`config.mk`:
```
export PLATFORM = sky130hd
export DESIGN_NAME = sva_sampled_value_unit
export DESIGN_NICKNAME = d
export VERILOG_FILES = /design/src/rtl/sva_svu_pkg.sv /design/src/rtl/svu_history.sv /design/src/rtl/sva_sampled_value_unit.sv
export SDC_FILE = /design/constraint.sdc
export NUM_CORES = 1
export LEC_CHECK = 0
export ABC_AREA = 1
export BUFFER_PORTS_ARGS = -buffer_cell sky130_fd_sc_hd__buf_2
export CAP_MARGIN = 20
export CORE_ASPECT_RATIO = 0.9
export CORE_MARGIN = 3
export CORE_UTILIZATION = 29
export CTS_BUF_LIST = sky130_fd_sc_hd__clkbuf_8
export DETAILED_ROUTE_END_ITERATION = 6
export PLACE_DENSITY = 0.45
export SLEW_MARGIN = 20
export SYNTH_ARGS = -nofsm -noshare
export SYNTH_HDL_FRONTEND = slang
export SYNTH_SLANG_ARGS = --single-unit
```
`constraint.sdc`:
```
create_clock -name clk -period 2.24 [get_ports clk]
set_input_delay 0.112 -clock clk [delete_from_list [all_inputs] [get_ports clk]]
set_output_delay 0.112 -clock clk [all_outputs]
set_load 0.005 [all_outputs]
```
`src/rtl/sva_svu_pkg.sv`:
```
// Shared types and helpers for the sampled-value unit: past_sel width and saturating counters.
// Latency: n/a (package). Backpressure: n/a.
package sva_svu_pkg;

    typedef logic [31:0] cnt_t;

    function automatic int svu_sel_w(input int depth);
        return $clog2(depth + 1);
    endfunction

    // Counters narrower than cnt_t saturate at 2^w-1 rather than wrapping.
    function automatic cnt_t sat_inc(input cnt_t v, input int w);
        cnt_t max_v;
        max_v = (w >= 32) ? '1 : ((cnt_t'(1) << w) - cnt_t'(1));
        return (v >= max_v) ? max_v : v + cnt_t'(1);
    endfunction

endpackage

```
`src/rtl/svu_history.sv`:
```
// Gated sample history: hist shift register, previous flag, fill count and $past distance mux.
// Latency: read ports are combinational views of the state as of the last sample edge.
// Backpressure: none; sample_en low simply holds all state.
module svu_history
    import sva_svu_pkg::*;
#(
    parameter int               WIDTH = 8,
    parameter int               DEPTH = 4,
    parameter logic [WIDTH-1:0] INIT  = '0,
    parameter int               SEL_W = svu_sel_w(DEPTH)
) (
    input  logic             clk,
    input  logic             rst_n,
    input  logic             sample_en,
    input  logic [WIDTH-1:0] data_in,
    input  logic             flag_in,
    input  logic [SEL_W-1:0] past_sel,
    output logic [WIDTH-1:0] last_data,
    output logic             last_flag,
    output logic [WIDTH-1:0] sel_data,
    output logic             sel_valid
);

    logic [WIDTH-1:0] hist [DEPTH];
    logic [SEL_W-1:0] fill;
    logic [SEL_W-1:0] n;

    always_ff @(posedge clk) begin
        if (!rst_n) begin
            for (int i = 0; i < DEPTH; i++) hist[i] <= INIT;
            last_flag <= 1'b0;
            fill      <= '0;
        end else if (sample_en) begin
            hist[0] <= data_in;
            for (int i = 1; i < DEPTH; i++) hist[i] <= hist[i-1];
            last_flag <= flag_in;
            if (fill != SEL_W'(DEPTH)) fill <= fill + SEL_W'(1);
        end
    end

    // Out-of-range distances are clamped into 1..DEPTH.
    always_comb begin
        n = past_sel;
        if (past_sel == '0)
            n = SEL_W'(1);
        else if (past_sel > SEL_W'(DEPTH))
            n = SEL_W'(DEPTH);
        sel_data = INIT;
        for (int i = 0; i < DEPTH; i++)
            if (n == SEL_W'(i + 1)) sel_data = hist[i];
    end

    assign sel_valid = (fill >= n);
    assign last_data = hist[0];

endmodule

```
`src/rtl/sva_sampled_value_unit.sv`:
```
// Registered $past/$stable/$changed/$rose/$fell with saturating rise/fall counters; SVU_RUN_LEN_EN adds run_len.
// Latency: 1 clock from a sample edge to its results; results hold between samples.
// Backpressure: none; a sample may be taken every clock.
module sva_sampled_value_unit
    import sva_svu_pkg::*;
#(
    parameter int               WIDTH = 8,
    parameter int               DEPTH = 4,
    parameter int               CNT_W = 8,
    parameter logic [WIDTH-1:0] INIT  = '0
) (
    input  logic                       clk,
    input  logic                       rst_n,
    input  logic                       sample_en,
    input  logic [WIDTH-1:0]           data_in,
    input  logic                       flag_in,
    input  logic [$clog2(DEPTH+1)-1:0] past_sel,
    input  logic                       clr_cnt,
    output logic [WIDTH-1:0]           past_data,
    output logic                       past_valid,
    output logic                       stable,
    output logic                       changed,
    output logic                       rose,
    output logic                       fell,
    output logic [CNT_W-1:0]           rise_cnt,
    output logic [CNT_W-1:0]           fall_cnt,
    output logic [CNT_W-1:0]           run_len
);

    localparam int SEL_W = svu_sel_w(DEPTH);

    logic [WIDTH-1:0] last_data;
    logic [WIDTH-1:0] sel_data;
    logic             last_flag;
    logic             sel_valid;

    svu_history #(
        .WIDTH (WIDTH),
        .DEPTH (DEPTH),
        .INIT  (INIT),
        .SEL_W (SEL_W)
    ) u_history (
        .clk       (clk),
        .rst_n     (rst_n),
        .sample_en (sample_en),
        .data_in   (data_in),
        .flag_in   (flag_in),
        .past_sel  (past_sel),
        .last_data (last_data),
        .last_flag (last_flag),
        .sel_data  (sel_data),
        .sel_valid (sel_valid)
    );

    logic smp_stable;
    logic smp_rose;
    logic smp_fell;
    cnt_t rise_inc;
    cnt_t fall_inc;

    assign smp_stable = (data_in == last_data);
    assign smp_rose   = flag_in & ~last_flag;
    assign smp_fell   = ~flag_in & last_flag;
    assign rise_inc   = sat_inc(cnt_t'(rise_cnt), CNT_W);
    assign fall_inc   = sat_inc(cnt_t'(fall_cnt), CNT_W);

    always_ff @(posedge clk) begin
        if (!rst_n) begin
            past_data  <= '0;
            past_valid <= 1'b0;
            stable     <= 1'b0;
            changed    <= 1'b0;
            rose       <= 1'b0;
            fell       <= 1'b0;
            rise_cnt   <= '0;
            fall_cnt   <= '0;
        end else begin
            if (sample_en) begin
                past_data  <= sel_data;
                past_valid <= sel_valid;
                stable     <= smp_stable;
                changed    <= ~smp_stable;
                rose       <= smp_rose;
                fell       <= smp_fell;
                if (smp_rose) rise_cnt <= rise_inc[CNT_W-1:0];
                if (smp_fell) fall_cnt <= fall_inc[CNT_W-1:0];
            end
            // Clear overrides any same-edge event.
            if (clr_cnt) begin
                rise_cnt <= '0;
                fall_cnt <= '0;
            end
        end
    end

`ifdef SVU_RUN_LEN_EN
    cnt_t run_inc;
    logic unused_inc_bits;

    assign run_inc         = sat_inc(cnt_t'(run_len), CNT_W);
    assign unused_inc_bits = ^{rise_inc, fall_inc, run_inc};

    always_ff @(posedge clk) begin
        if (!rst_n)
            run_len <= '0;
        else if (clr_cnt)
            run_len <= '0;
        else if (sample_en)
            run_len <= smp_stable ? run_inc[CNT_W-1:0] : '0;
    end
`else
    logic unused_inc_bits;

    assign unused_inc_bits = ^{rise_inc, fall_inc};
    assign run_len         = '0;
`endif

endmodule

```
==> reports/qor.yml <==
maxSlewViolCount: 0
core.rowCount: 35
die_w_um: 115.9
synthArstFlopShare_pct: 0
finalPower_mw: 2.515
fmax_mhz: 701.4
io_pins: 53
dr_total_vias: 2544
path_clk_slew_ns: 0.06
clockBufferDepth: 2
routed_wirelength_mm: 6.898
finalSetupTns_ns: 0
synth_cells: 401
layout.cells.non_filler: 585
hold_buffers: 0
grt_max_degree: 43
utilization_pct: 35.40
wl_per_cell_um: 11.79
endpoint_kind: "flop"
fin_crit_ns: 1.426
hold_viol: 0
grt_usage_pct: 12.31
core-area_mm2: 0.01042
slowest_stage: "nor2_2"
area_delta_synth_final_pct: 16.98
grt.overflow.total: 0
grt_pass1_vias: 2397
antenna_found_initial: 0
via_per_inst: 4.349
cts_buffers: 9
pre_cts_ws_ns: 0.4198
grt_pass1_wl_mm: 11.74
n_antenna_cell: 0
min_path_type: "in2reg"
synth_warnings: 0
ys_seq_area_share_pct: 51.41
place_area_mm2: 0.003501
start_util_pct: 30.26
gp_congestion: 0.7505
crit_arrival_ns: 1.52
crit_chain: "buf_2, nor2_2, inv_1, buf_12"
cts_tree: "built"
finClkSkew_ns: 0.01648
synth-seq-cells: 65
synth_edf_count: 32
post_cts_buffers: 0
critPathKind: "in2reg"
crit_required_ns: 2.33
critPathMaxFanout: 23
nets: 473
route.detailed.drc: 0
dp.cells: 569
timing.hold.ws_ns: 0.05512
setup_viol: 0
cts-resized-gates: 0
slew_headroom_pct: 54.77
final.period_utilization_pct: 63.65
fin_ws_ns: 0.8143
avgSynthCellArea_um2: 7.866
cap_violations: 0
dp_hpwl_mm: 4.905
insertion_delay_ns: 0.34
p_leak_nw: 1.688
fin_area_mm2: 0.003690
die_h_um: 104.9
clockRootBuffer: "clkbuf_8"
cpPeakStageDelay_ns: 0.56
irDropWorstVdd_uv: 262.2
synth_ff_type: "dfxtp_1"
powerDensity_mw_per_mm2: 681.7
drtIter0Drc: 150
synth.cell_area_mm2: 0.003154
dr.pass1.iters: 4
startpoint_type: "input pin"
cts_sinks: 65
port_buffers: 44
tightest_slew_ns: 0.6778
htree_levels: 3
drive_gt1_share_pct: 17.54
die_area_mm2: 0.01217
antenna_left: 0
synth.distinct_cells: 28
status: "finished, final reports clean"
rsz0062_at_grt: "false"
[flip-flops by register name, indices dropped and copies added, names as in the netlist]
register / cells
changed: 1
rise_cnt: 8
rose: 1
u_history.hist: 32
u_history.fill: 3
stable: 1
past_data: 8
past_valid: 1
fell: 1
u_history.last_flag: 1
fall_cnt: 8
[synth_stat cells, drive strengths merged, types with 3 or more instances]
library cell    n  area share, %
a21oi          15            2.5
buf            13            2.9
clkbuf          3           0.36
dfxtp          33             21
edfxtp         32             30
ha              6            2.4
inv            60            7.1
nand2         115             14
nand3          11            2.1
nand4          14            2.8
nor2           72            9.4
o21ai          13            2.1
xor2            5            1.4
[layout by cell type (no fill, tap or decap)]
cell / n
conb_1: 8
buf_2: 44
o21ai_0: 10
nand2_2: 2
nor2_4: 1
nor3_1: 2
ha_1: 6
nand2_1: 113
o21ai_1: 3
clkinv_2: 2
clkbuf_8: 10
buf_4: 3
or2_0: 2
clkinv_1: 1
nand3_1: 9
inv_1: 56
buf_12: 1
nand4_1: 14
xnor2_1: 2
nor2_2: 7
xor2_1: 5
edfxtp_1: 32
a21oi_2: 1
nand3_2: 2
nor2_1: 64
inv_2: 6
a21oi_1: 14
dfxtp_1: 33
a31oi_1: 2
bufinv_16: 1
[cells by family (layout without fill, tap and decap cells)]
| kind of cell | Yosys count | in the layout | share of synthesized area (%) |
|---|---|---|---|
| xor gates and xnor gates | 7 | 7 | 1.944 |
| and+or+nand+nor | 216 | 216 | 28.76 |
| DFF | 65 | 65 | 51.41 |
| buffers and inverters | 76 | 124 | 10.43 |
| adders and majority gates | 6 | 6 | 2.380 |
| AOI/OAI and AO/OA | 30 | 30 | 4.958 |
| other | 1 | 8 | 0.1189 |
[report_power, final]
| group | internal [mW] | total, mW | switching [mW] |
|---|---|---|---|
| Combinational | 0.0741 | 0.212 | 0.138 |
| Sequential | 1.31 | 1.34 | 0.0364 |
| Clock | 0.529 | 0.959 | 0.430 |
[critical path, delay by kind of cell]
| kind | cells | cell delay (ns) |
|---|---|---|
| buf+inv | 3 | 0.84 |
| simple gates | 1 | 0.56 |
[final timing paths]
check,to,cells past startpoint,start,slack [ns]
worst min-delay path,u_history.fill[1],3,rst_n,0.06
worst max-delay path,u_history.hist[3][3],4,sample_en,0.81
worst max register to register,rise_cnt[7],7,rise_cnt[0],0.83
worst min register to register,past_data[1],2,past_data[1],0.45
[layer usage]
layer / routed length, um / track usage (%) / vias up
met5: 0 / 0 / -
met4: 64 / 2.983 / 0
met3: 260 / 4.401 / 7
met2: 3083 / 18.53 / 38
met1: 3489 / 16.85 / 1157
li1: - / - / 1342
[final cells by class]
cell class	count	area (um^2)
flip-flops and latches	65	1622
inverters	60	225.2
fillers	1141	6733
clock inverters	6	51.30
multi-input cells	267	1230
clock buffers	10	137.6
well taps	129	161.4
repair buffers	48	262.8
Power figures use the tool's default switching activity.
